==> src/rtl/div_pkg.sv <==
// Shared types and defaults for the sequential restoring divider.
package div_pkg;

  localparam int DIV_W_DEF = 32;

  typedef enum logic [1:0] {
    IDLE = 2'd0,
    CALC = 2'd1,
    DONE = 2'd2
  } div_state_e;

endpackage

==> src/rtl/div_step.sv <==
// One restoring-division step: trial subtract, keep the difference if it does not borrow.
module div_step #(
  parameter int DATA_W = 32
) (
  input  logic [DATA_W-1:0] rem_shift,
  input  logic [DATA_W-1:0] divisor,
  output logic [DATA_W-1:0] new_rem,
  output logic              q_bit
);

  logic [DATA_W:0] diff;

  // diff[DATA_W] is the borrow: set when rem_shift < divisor
  always_comb begin
    diff    = {1'b0, rem_shift} + {1'b1, ~divisor} + {{DATA_W{1'b0}}, 1'b1};
    q_bit   = ~diff[DATA_W];
    new_rem = diff[DATA_W] ? rem_shift : diff[DATA_W-1:0];
  end

endmodule

==> src/rtl/seq_divider.sv <==
// Multi-cycle restoring divider (RV32M DIV/DIVU/REM/REMU), one quotient bit per clock.
module seq_divider
  import div_pkg::*;
#(
  parameter int DATA_W = DIV_W_DEF
) (
  input  logic              i_clk,
  input  logic              i_rst_n,
  input  logic              i_start,
  input  logic              i_signed,
  input  logic [DATA_W-1:0] i_dividend,
  input  logic [DATA_W-1:0] i_divisor,
  output logic              o_busy,
  output logic              o_valid,
  output logic [DATA_W-1:0] o_quotient,
  output logic [DATA_W-1:0] o_remainder
);

  localparam int CNT_W = (DATA_W > 1) ? $clog2(DATA_W) : 1;
  localparam logic [DATA_W-1:0] ONE      = {{(DATA_W-1){1'b0}}, 1'b1};
  localparam logic [CNT_W-1:0]  CNT_LAST = CNT_W'(DATA_W - 1);
  localparam logic [CNT_W-1:0]  CNT_ONE  = {{(CNT_W-1){1'b0}}, 1'b1};
  localparam logic [CNT_W-1:0]  CNT_ZERO = {CNT_W{1'b0}};

  div_state_e        state;
  div_state_e        state_nxt;
  logic [CNT_W-1:0]  count;
  logic [DATA_W-1:0] dvd;
  logic [DATA_W-2:0] rem;
  logic [DATA_W-1:0] dsr;
  logic              sign_q;
  logic              sign_r;

  logic              a_neg;
  logic              b_neg;
  logic [DATA_W-1:0] a_abs;
  logic [DATA_W-1:0] b_abs;
  logic              div_zero;
  logic [DATA_W-1:0] rem_shift;
  logic [DATA_W-1:0] new_rem;
  logic              q_bit;
  logic [DATA_W-1:0] q_next;
  logic [DATA_W-1:0] q_fix;
  logic [DATA_W-1:0] r_fix;

  // Operand magnitudes; abs of the most negative value wraps to itself, read as unsigned
  always_comb begin
    a_neg     = i_signed & i_dividend[DATA_W-1];
    b_neg     = i_signed & i_divisor[DATA_W-1];
    a_abs     = a_neg ? (~i_dividend + ONE) : i_dividend;
    b_abs     = b_neg ? (~i_divisor + ONE) : i_divisor;
    div_zero  = (i_divisor == {DATA_W{1'b0}});
    rem_shift = {rem, dvd[DATA_W-1]};
    q_next    = {dvd[DATA_W-2:0], q_bit};
    q_fix     = sign_q ? (~q_next + ONE) : q_next;
    r_fix     = sign_r ? (~new_rem + ONE) : new_rem;
  end

  div_step #(
    .DATA_W(DATA_W)
  ) u_step (
    .rem_shift(rem_shift),
    .divisor  (dsr),
    .new_rem  (new_rem),
    .q_bit    (q_bit)
  );

  // Next-state decode
  always_comb begin
    state_nxt = IDLE;
    case (state)
      IDLE: begin
        if (i_start) begin
          state_nxt = div_zero ? DONE : CALC;
        end else begin
          state_nxt = IDLE;
        end
      end
      CALC: begin
        if (count == CNT_ZERO) begin
          state_nxt = DONE;
        end else begin
          state_nxt = CALC;
        end
      end
      DONE:    state_nxt = IDLE;
      default: state_nxt = IDLE;
    endcase
  end

  // State, datapath and registered Moore outputs
  always_ff @(posedge i_clk or negedge i_rst_n) begin
    if (!i_rst_n) begin
      state       <= IDLE;
      count       <= CNT_ZERO;
      dvd         <= {DATA_W{1'b0}};
      rem         <= {(DATA_W-1){1'b0}};
      dsr         <= {DATA_W{1'b0}};
      sign_q      <= 1'b0;
      sign_r      <= 1'b0;
      o_busy      <= 1'b0;
      o_valid     <= 1'b0;
      o_quotient  <= {DATA_W{1'b0}};
      o_remainder <= {DATA_W{1'b0}};
    end else begin
      state   <= state_nxt;
      o_busy  <= (state_nxt != IDLE);
      o_valid <= (state_nxt == DONE);
      case (state)
        IDLE: begin
          if (i_start) begin
            if (div_zero) begin
              o_quotient  <= {DATA_W{1'b1}};
              o_remainder <= i_dividend;
            end else begin
              dvd    <= a_abs;
              dsr    <= b_abs;
              rem    <= {(DATA_W-1){1'b0}};
              count  <= CNT_LAST;
              sign_q <= a_neg ^ b_neg;
              sign_r <= a_neg;
            end
          end
        end
        CALC: begin
          dvd <= q_next;
          // Partial remainder stays below 2^(DATA_W-1) until the final step
          rem <= new_rem[DATA_W-2:0];
          if (count == CNT_ZERO) begin
            o_quotient  <= q_fix;
            o_remainder <= r_fix;
          end else begin
            count <= count - CNT_ONE;
          end
        end
        default: begin
        end
      endcase
    end
  end

endmodule

==> config.mk <==
export PLATFORM = sky130hd
export DESIGN_NAME = seq_divider
export DESIGN_NICKNAME = d
export VERILOG_FILES = /design/src/rtl/div_pkg.sv /design/src/rtl/div_step.sv /design/src/rtl/seq_divider.sv
export SDC_FILE = /design/constraint.sdc
export NUM_CORES = 1
export LEC_CHECK = 0
export CAP_MARGIN = 5
export CORE_UTILIZATION = 64
export CTS_BUF_LIST = sky130_fd_sc_hd__clkbuf_8
export DETAILED_ROUTE_END_ITERATION = 7
export MAX_ROUTING_LAYER = met4
export PLACE_DENSITY = 0.95
export SYNTH_ARGS = -nofsm -noshare
export SYNTH_HDL_FRONTEND = slang
export SYNTH_SLANG_ARGS = --single-unit
==> constraint.sdc <==
create_clock -name i_clk -period 8.1 [get_ports i_clk]
set_input_delay 1.215 -clock i_clk [delete_from_list [all_inputs] [get_ports i_clk]]
set_output_delay 1.215 -clock i_clk [all_outputs]
set_load 0.01 [all_outputs]
==> flow_summary_export.csv <==
group,metric,value,unit
status,status,"finished with violations",
status,violations,"DRC",
final_layout,diodes,0,
final_layout,stdcell_count,1818,
critical_path,crit_chain,"inv_1, ha_1, fa_1, nand2b_1, a21oi_4, o2111ai_4, a2111oi_4, or2_4, nand2_1, o21ai_0, ha_1, nor2b_1, nand2_1, nor4_1, a31oi_1, or4_4, o31ai_4, xnor2_1, a221o_1",
timing,rsz0062_at_grt,"no",
timing,setup_tns,0,ns
final_layout,design_area,0.0138,mm2
global_routing,grtUsageTotal,37.2,%
floorplanning,coreArea,0.0182,mm2
place,place_area,0.0134,mm2
timing,slew_headroom,29.6,%
cts,cts_resized,0,
floorplanning,fp.dieW,139,um
global_routing,grt_first_pass_wirelength,55.3,mm
critical_path,endpoint,"o_remainder[30]",
place,place_congestion,0.960,
critical_path,worst-path-stages,19,
synth,seq_area_frac_synth,35.4,%
synth,ys_ff_latch,170,
run,cap_violations,0,
global_routing,grt_max_degree,104,
cts,cts_setup_buffers,0,
synth,synthTopCellsByCount,"205 x nand2_1, 170 x dfrtp_1, 163 x o21ai_0, 156 x a21oi_1, 135 x nor2_1",
final_layout,num-fill-cells,1309,
routing,drt-pass1-iter-count,8,
cts,clk_pin_slew,0.10,ns
cts,cts_max_path_buffers,2,
place,portBuffers,133,
critical_path,critPathLaunch,"dvd[31]",
routing,drtAntennaViolNets,0,
critical_path,crit_buf_inv,1,
cts,clkSinkCount,170,
critical_path,cp_max_fo,40,
final_layout,drive_above_1_share,4.85,%
floorplanning,fp.dieH,139,um
synth,synth_most_common_cell,"nand2_1",
floorplanning,ioPinCount,134,
synth,synthCells,1497,
critical_path,cpPeakStageDelay,0.56,ns
synth,synth_cell_type_count,82,
synth,yosysWarningCount,0,
synth,synth_nets,1603,
routing,viasPerCell,6.44,
critical_path,arrival,5.56,ns
routing,vias,11700,
critical_path,cp_top_family,"simple AND/OR/NAND/NOR gates",
critical_path,crit_slowest_cell,"or2_4",
synth,synth_top_area_share,35.4,%
timing,report.final.hold_viol_count,0,
synth,ys.flop_type,"dfrtp_1",
cts,cts_tree,"built",
timing,hold_slack,0.496,ns
critical_path,cp-end-kind,"flip-flop",
place,dpl.cell_count,1785,
floorplanning,die-area,0.0193,mm2
place,dp.final_hpwl,25.4,mm
critical_path,start_kind,"flip-flop",
critical_path,critPathRequiredTime,8.46,ns
critical_path,worstReg2RegStart,"dvd[31]",
cts,holdBufCountCts,0,
critical_path,criticalPathCategory,"reg2reg",
synth,synth-edff-count,0,
critical_path,r2r_cells,19,
global_routing,grt_antenna_before_repair,0,
synth,syn_area,0.0120,mm2
timing,tightest_slew,1.06,ns
cts,ctsHtreeMaxLevel,4,
global_routing,overflow,0,
timing,fmax,0.192,GHz
timing,post-route-period-util,64.2,%
cts,cts_buffers,17,
timing,final-max-slew-violation-count,0,
timing,finalCriticalPeriod,5.20,ns
final_layout,final_nets,1682,
cts,insertion_delay,0.47,ns
synth,yosys.area.top_type,"dfrtp_1",
routing,wirelength,34.3,mm
floorplanning,std_cell_rows,49,
final_layout,syn2layout_area_growth,14.9,%
synth,synthTopCellsByArea,"dfrtp_1 35%, o21ai_0 6.8%, a21oi_1 6.5%",
worst_hold_path,min_path_type,"reg2reg",
routing,wl_per_cell,18.9,um
global_routing,grt_pass1_vias,10700,
critical_path,reg2reg_slack,2.90,ns
routing,drtIter0Drc,1256,
synth,async_reset_ff_share,100,%
synth,synth_area_per_cell,8.04,um2
timing,skew,0.0156,ns
critical_path,r2r_end,"o_remainder[30]",
floorplanning,start_util,66.1,%
timing,setup-violations-final,0,
routing,post-route-drc-count,17,
cts,cts_root_buffer,"clkbuf_8",
## registers in the layout, summed over array words and instances, names as in the netlist
signal and count:
dvd 32, rem 31, dsr 32, sign_q 1
o_remainder 32, o_quotient 32, o_busy 1, o_valid 1
count 5, sign_r 1, state 2
## stage by stage
step | setup slack [ns] | utilization (%)
after floorplan | 3.13 | -
after global placement | 2.66 | 73.6
after CTS | 2.97 | 75.8
after global routing | 2.56 | 75.9
after detailed placement | 2.49 | 73.6
final | 2.90 | 75.9
## cells by family after synthesis
group / count (synthesis) / share of synthesized area [%]
flip-flops: 170 / 35.4
XOR/XNOR: 136 / 9.90
buffers and inverters: 135 / 4.45
multiplexers: 22 / 1.85
AND/OR/NAND/NOR: 534 / 21.0
adder cells (fa/ha/maj): 38 / 4.01
AO/OA/AOI/OAI: 462 / 23.4
## worst min-delay path by stage
stage	start	end	slack (ns)	cells after the start
after floorplan	dsr[0]	dsr[0]	0.45	2
after global placement	dsr[0]	dsr[0]	0.47	2
after detailed placement	o_remainder[0]	o_remainder[0]	0.47	2
after CTS	o_remainder[0]	o_remainder[0]	0.50	2
after global routing	count[0]	count[0]	0.52	1
final	o_remainder[0]	o_remainder[0]	0.50	2
## cell type report
cell class                 instances  area [um2]  area share (%)
multi-input combinational       1192        7270            52.6
sequential                       170        4250            30.8
timing repair buffer             141        1400            10.1
tap                              229         287            2.07
clock buffer                      18         248            1.79
inverter                          54         205            1.48
clock inverter                    14         161            1.17
## cells in the final DEF (no fill, tap or decap), types with 17 or more instances in the layout
cell             synthesis  final
mux2i_1                 20     20
clkdlybuf4s50_1          0    132
clkbuf_8                 0     18
a21oi_1                156    156
nand3_1                 21     21
xor2_1                  77     77
nor4_1                  24     24
inv_1                   52     52
o21ai_0                163    163
ha_1                    37     37
nor3_1                  21     21
or3_1                   21     21
xnor2_1                 59     59
and2_1                  18     18
and3_1                  17     17
nand2_1                205    204
dfrtp_1                170    170
nor2_1                 135    132
o31ai_1                 23     23
## layer usage
| layer | GRT usage (%) | part of all wire, % |
|---|---|---|
| met2 | 57.4 | 46 |
| met1 | 48.0 | 40 |
| met3 | 5.52 | 9.0 |
| met5 | - | 0 |
| met4 | 18.2 | 4.7 |
## worst reg2reg max path, cell delays in order (launching register included)
cell and delay [ns]:
dfrtp_1 0.39, inv_1 0.08, ha_1 0.24, fa_1 0.40, nand2b_1 0.23, a21oi_4 0.23
o2111ai_4 0.22, a2111oi_4 0.36, or2_4 0.56, nand2_1 0.12, o21ai_0 0.16, ha_1 0.28
nor2b_1 0.21, nand2_1 0.09, nor4_1 0.20, a31oi_1 0.17, or4_4 0.51, o31ai_4 0.19
xnor2_1 0.11, a221o_1 0.34
Power is left out: the tool's default activity adds up to more than one toggle a clock period on the data nets, which glitch-free logic cannot reach.
